===== src/rtl/controlador_copia_hd_pkg.sv =====
// Shared state encoding and default widths for the HD-to-data-memory copy controller.
package controlador_copia_hd_pkg;

    typedef enum logic [1:0] {
        OCIOSO      = 2'd0,
        LE_HD       = 2'd1,
        ESCREVE_MEM = 2'd2,
        FIM         = 2'd3
    } estado_t;

    localparam int DEF_DATA_W     = 32;
    localparam int DEF_MEM_ADDR_W = 10;
    localparam int DEF_HD_ADDR_W  = 12;
    localparam int DEF_LEN_W      = 10;

endpackage


===== src/rtl/controlador_copia_hd_contador.sv =====
// Loadable HD/memory pointer pair plus copied-word counter for the copy controller.
module contador_enderecos_copia #(
    parameter int MEM_ADDR_W = 10,
    parameter int HD_ADDR_W  = 12,
    parameter int LEN_W      = 10
) (
    input  logic                  clk,
    input  logic                  reset,
    input  logic                  load,
    input  logic                  inc,
    input  logic [HD_ADDR_W-1:0]  hd_base,
    input  logic [MEM_ADDR_W-1:0] mem_base,
    input  logic [LEN_W-1:0]      len,
    output logic [HD_ADDR_W-1:0]  hd_ptr,
    output logic [MEM_ADDR_W-1:0] mem_ptr,
    output logic [LEN_W-1:0]      count,
    output logic                  last
);

    logic [LEN_W-1:0] len_r;

    // Pointers wrap naturally at their register width.
    always_ff @(posedge clk or posedge reset) begin
        if (reset) begin
            hd_ptr  <= '0;
            mem_ptr <= '0;
            count   <= '0;
            len_r   <= '0;
        end else if (load) begin
            hd_ptr  <= hd_base;
            mem_ptr <= mem_base;
            count   <= '0;
            len_r   <= len;
        end else if (inc) begin
            hd_ptr  <= hd_ptr + HD_ADDR_W'(1);
            mem_ptr <= mem_ptr + MEM_ADDR_W'(1);
            count   <= count + LEN_W'(1);
        end
    end

    assign last = ((count + LEN_W'(1)) == len_r);

endmodule


===== src/rtl/controlador_copia_hd.sv =====
// Arbitrates the data memory port between the processor and an HD-to-memory block copy.
module controlador_copia_hd
    import controlador_copia_hd_pkg::*;
#(
    parameter int DATA_W     = DEF_DATA_W,
    parameter int MEM_ADDR_W = DEF_MEM_ADDR_W,
    parameter int HD_ADDR_W  = DEF_HD_ADDR_W,
    parameter int LEN_W      = DEF_LEN_W
) (
    input  logic                  clk,
    input  logic                  reset,
    input  logic                  start,
    input  logic [HD_ADDR_W-1:0]  hd_base,
    input  logic [MEM_ADDR_W-1:0] mem_base,
    input  logic [LEN_W-1:0]      len,
    input  logic [MEM_ADDR_W-1:0] proc_mem_addr,
    input  logic [DATA_W-1:0]     proc_mem_wdata,
    input  logic                  proc_MemWrite,
    input  logic [DATA_W-1:0]     HD_out,
    output logic [HD_ADDR_W-1:0]  hd_addr,
    output logic [MEM_ADDR_W-1:0] mem_addr,
    output logic [DATA_W-1:0]     mem_wdata,
    output logic                  mem_we,
    output logic                  proc_stall,
    output logic                  busy,
    output logic                  done,
    output logic [LEN_W-1:0]      words_copied
);

    estado_t                 estado, proximo;
    logic                    load, inc, last;
    logic [MEM_ADDR_W-1:0]   mem_ptr;

    contador_enderecos_copia #(
        .MEM_ADDR_W (MEM_ADDR_W),
        .HD_ADDR_W  (HD_ADDR_W),
        .LEN_W      (LEN_W)
    ) u_contador (
        .clk      (clk),
        .reset    (reset),
        .load     (load),
        .inc      (inc),
        .hd_base  (hd_base),
        .mem_base (mem_base),
        .len      (len),
        .hd_ptr   (hd_addr),
        .mem_ptr  (mem_ptr),
        .count    (words_copied),
        .last     (last)
    );

    always_ff @(posedge clk or posedge reset) begin
        if (reset) estado <= OCIOSO;
        else       estado <= proximo;
    end

    always_comb begin
        proximo   = estado;
        load      = 1'b0;
        inc       = 1'b0;
        mem_addr  = proc_mem_addr;
        mem_wdata = proc_mem_wdata;
        mem_we    = proc_MemWrite;
        busy      = 1'b1;
        done      = 1'b0;
        case (estado)
            OCIOSO: begin
                busy = 1'b0;
                if (start) begin
                    load    = 1'b1;
                    proximo = (len != '0) ? LE_HD : FIM;
                end
            end
            LE_HD: begin
                mem_addr  = mem_ptr;
                mem_wdata = HD_out;
                mem_we    = 1'b0;
                proximo   = ESCREVE_MEM;
            end
            ESCREVE_MEM: begin
                mem_addr  = mem_ptr;
                mem_wdata = HD_out;
                mem_we    = 1'b1;
                inc       = 1'b1;
                proximo   = last ? FIM : LE_HD;
            end
            FIM: begin
                mem_addr  = mem_ptr;
                mem_wdata = HD_out;
                mem_we    = 1'b0;
                done      = 1'b1;
                proximo   = OCIOSO;
            end
            default: proximo = OCIOSO;
        endcase
    end

    assign proc_stall = busy;

endmodule


===== config.mk =====
export PLATFORM = sky130hd
export DESIGN_NAME = controlador_copia_hd
export DESIGN_NICKNAME = d
export VERILOG_FILES = /design/src/rtl/controlador_copia_hd_pkg.sv /design/src/rtl/controlador_copia_hd_contador.sv /design/src/rtl/controlador_copia_hd.sv
export SDC_FILE = /design/constraint.sdc
export NUM_CORES = 1
export LEC_CHECK = 0
export ABC_AREA = 1
export ABC_CLOCK_PERIOD_IN_PS = 2430
export CAP_MARGIN = 20
export CORE_MARGIN = 4
export CORE_UTILIZATION = 40
export CTS_BUF_LIST = sky130_fd_sc_hd__clkbuf_16
export DETAILED_ROUTE_END_ITERATION = 8
export PLACE_DENSITY = 0.92
export SYNTH_ARGS = -nofsm -noshare
export SYNTH_HDL_FRONTEND = slang
export SYNTH_SLANG_ARGS = --single-unit

===== constraint.sdc =====
create_clock -name clk -period 2.43 [get_ports clk]
set_input_delay 0.486 -clock clk [delete_from_list [all_inputs] [get_ports clk]]
set_output_delay 0.486 -clock clk [all_outputs]
set_load 0.005 [all_outputs]

==> run_results.csv <==
group,metric,value,unit
outcome,status,"finished, final reports clean",
cts,numCtsBuffers,5,
logic_synthesis,avgSynthCellArea,6.49,µm²
logic_synthesis,synthCells,467,
logic_synthesis,synthesis.nets,580,
route,first_pass_iters,5,
cts,tritoncts,"built",
sta,setup_viol,0,
route,drt_iter0_drc,243,
sta,finClkSkew,0.00592,ns
worst_setup_path,cp-startpoint,"estado[1]",
cells_and_area,drive_gt1_share,4.70,%
worst_setup_path,critPathBufInv,2,
cells_and_area,fin_cells,737,
power_and_ir_drop,p_seq_share,25.2,%
sta,slew_headroom,62.0,%
placement,hpwl,8.85,mm
floorplanning,die_area,0.00904,mm²
worst_setup_path,crit_type,"register to primary output",
power_and_ir_drop,clkPwrFrac,12.2,%
cts,clk_path_buf_depth,2,
cells_and_area,layout_common_cells,"197 x nand2_1, 177 x clkdlybuf4s50_1, 48 x inv_1",
floorplanning,ios,178,
cells_and_area,fin_nets,751,
logic_synthesis,synth_top_cell_by_area,"dfrtp_1",
cells_and_area,diodes,0,
worst_setup_path,crit_family,"buffers and inverters",
power_and_ir_drop,leakage,2.31,nW
power_and_ir_drop,pwr-share-comb,62.6,%
worst_setup_path,worst_setup_path_start_kind,"register",
route,vias,3773,
sta,fin_crit,2.28,ns
power_and_ir_drop,power.switching,2.10,mW
floorplanning,die_w,95.1,µm
worst_setup_path,crit_arrival,1.79,ns
placement,placed_area,0.00489,mm²
run,cap_violations,0,
floorplanning,start_util,41.6,%
worst_setup_path,reg2reg_from,"estado[1]",
sta,hold_ws,0.525,ns
cts,path_clk_slew,0.06,ns
logic_synthesis,yosys_warnings,0,
worst_setup_path,crit_chain,"nor2_4 -> buf_12 -> nand2_1 -> o21ai_0 -> clkdlybuf4s50_1",
cts,cts.htree.levels,2,
cells_and_area,multiInputGateArea,0.00163,mm²
floorplanning,fp-row-count,31,
logic_synthesis,synth_area,0.00303,mm²
logic_synthesis,yosys_register_bits,44,
cells_and_area,seqCellArea,0.00110,mm²
min_path,worstHoldStart,"u_contador.mem_ptr[9]",
route,drt-total-wl,11.2,mm
placement,place.gp.congestion,0.836,
cts,root_buffer,"clkbuf_16",
worst_setup_path,max_stage_delay,0.55,ns
placement,portBuffers,177,
sta,fmax,0.439,GHz
power_and_ir_drop,max-vdd-ir-drop,0.553,mV
power_and_ir_drop,power,5.13,mW
cells_and_area,syn_to_final_growth,66.5,%
min_path,worstHoldPathType,"register to register",
power_and_ir_drop,p_per_area,1020,mW/mm²
worst_setup_path,path_max_fanout,26,
global_routing,grt_pass1_wl,16.8,mm
floorplanning,core_area,0.00729,mm²
cells_and_area,nFillCells,617,
logic_synthesis,yosysSeqAreaShare,36.3,%
sta,fin_setup_tns,0,ns
sta,tightest_slew,0.570,ns
route,detail_route.wl_per_cell,15.2,µm
worst_setup_path,critPathSlowestCell,"clkdlybuf4s50_1",
power_and_ir_drop,power_switching_share,40.9,%
logic_synthesis,synth_cell_types,35,
cts,clock-sinks,44,
logic_synthesis,synth.top_cell.area_share,36.3,%
sta,rsz0062_at_grt,"false",
global_routing,grt_overflow_total,0,
logic_synthesis,synthTopCellsByArea,"dfrtp_1 36%, nand2_1 24%, inv_1 5.9%",
sta,hold_viol,0,
worst_setup_path,endpoint_kind,"primary output",
global_routing,globalRouteTotalUtil,23.5,%
power_and_ir_drop,intPower,3.03,mW
global_routing,grt_pass1_vias,3576,
floorplanning,die_h,95.1,µm
cells_and_area,fin_util,69.2,%
placement,dpl_worst_slack,0.302,ns
cells_and_area,finalInstanceArea,0.00505,mm²
cts,clock_latency,0.28,ns
placement,placed_cells,729,
sta,fin_crit_sh,93.8,%
sta,setup_ws,0.152,ns
route,viasPerCell,5.12,
route,ant_nets,0,
sta,maxSlewViolCount,0,
route,drc,0,
global_routing,antenna_found_initial,0,
global_routing,grt_start_max_net_pins,53,
cells_and_area,layout_commonest_cell,"nand2_1",
worst_setup_path,required,1.94,ns
cells in the mapped netlist:
master and n:
clkbuf_1 11, a32oi_1 1, buf_2 3, clkinv_1 1, nand2_1 197, o32ai_1 1
a311oi_1 1, o211ai_1 6, o21ai_1 6, nand3_2 1, nor3_2 1, nand4_1 1
o21ai_0 27, nor2_2 3, a211oi_1 1, o221ai_1 5, and2_1 2, nor3b_1 1
inv_1 48, nor2_1 23, o22ai_1 9, a211o_1 1, dfrtp_1 44, buf_4 3
a21oi_1 12, buf_6 2, nor4_1 2, nor3_1 5, nand3_1 31, a31oi_1 4
ha_1 3, inv_2 3, nand2_4 2, nor2_4 3, nand2_2 3
per-layer routing:
layer	global-route usage [%]	up-vias	part of all wire, %
li1	-	1843	-
met1	26.3	1724	36
met2	43.2	180	51
met3	6.00	26	10
met4	7.45	0	2.5
met5	0	-	0
layout make-up:
type,count,area share [%]
multi-input cells,352,32.4
well taps,99,2.45
inverters,52,3.87
clock inverters,2,0.173
clock buffers,5,2.48
repair buffers,183,36.8
flip-flops and latches,44,21.8
cell families (layout without fill, tap and decap cells):
family                     count (synthesis)  after routing  synth area share [%]
buffers and inverters                     71            242                  9.78
DFF                                       44             44                  36.3
adders and majority gates                  3              3                  1.24
and+or+nand+nor                          275            275                  38.2
AOI/OAI and AO/OA                         74             74                  14.4
path summary, 6_finish.rpt:
check,end,depth (start not counted),slack (ns)
min,u_contador.mem_ptr[9],2,0.52
min reg2reg,u_contador.mem_ptr[9],2,0.52
max,mem_addr[8],5,0.15
max reg2reg,u_contador.hd_ptr[5],8,0.49
min in group asynchronous,u_contador.count[3],3,0.65
max in group asynchronous,estado[1],3,1.36
power by group through the flow:
stage	registers [mW]	clock network, mW	logic, mW
finish	1.29	0.626	3.21
global route	1.34	0.672	3.57
CTS	1.29	0.635	3.16
detailed placement	1.29	0	3.14
global placement	1.27	0	3.04
floorplan	1.25	0	1.56
sequential cells by signal (all words and copies together) (netlist names):
register,flops
u_contador.mem_ptr,10
estado,2
u_contador.count,10
u_contador.hd_ptr,12
u_contador.len_r,10
worst min-delay path, delay by kind of cell, from the launching register on:
kind,cells,cell delay [ns]
simple gates,2,0.13
flops,1,0.36
repair_timing:
action | CTS | global route
buffers inserted | 0 | 0
resized for setup | 0 | 2
hold buffers | 0 | 0
endpoints found under the hold margin | 0 | 0
setup endpoints to repair | 0 | 33
Note: power is estimated with default switching activity, not from simulation.
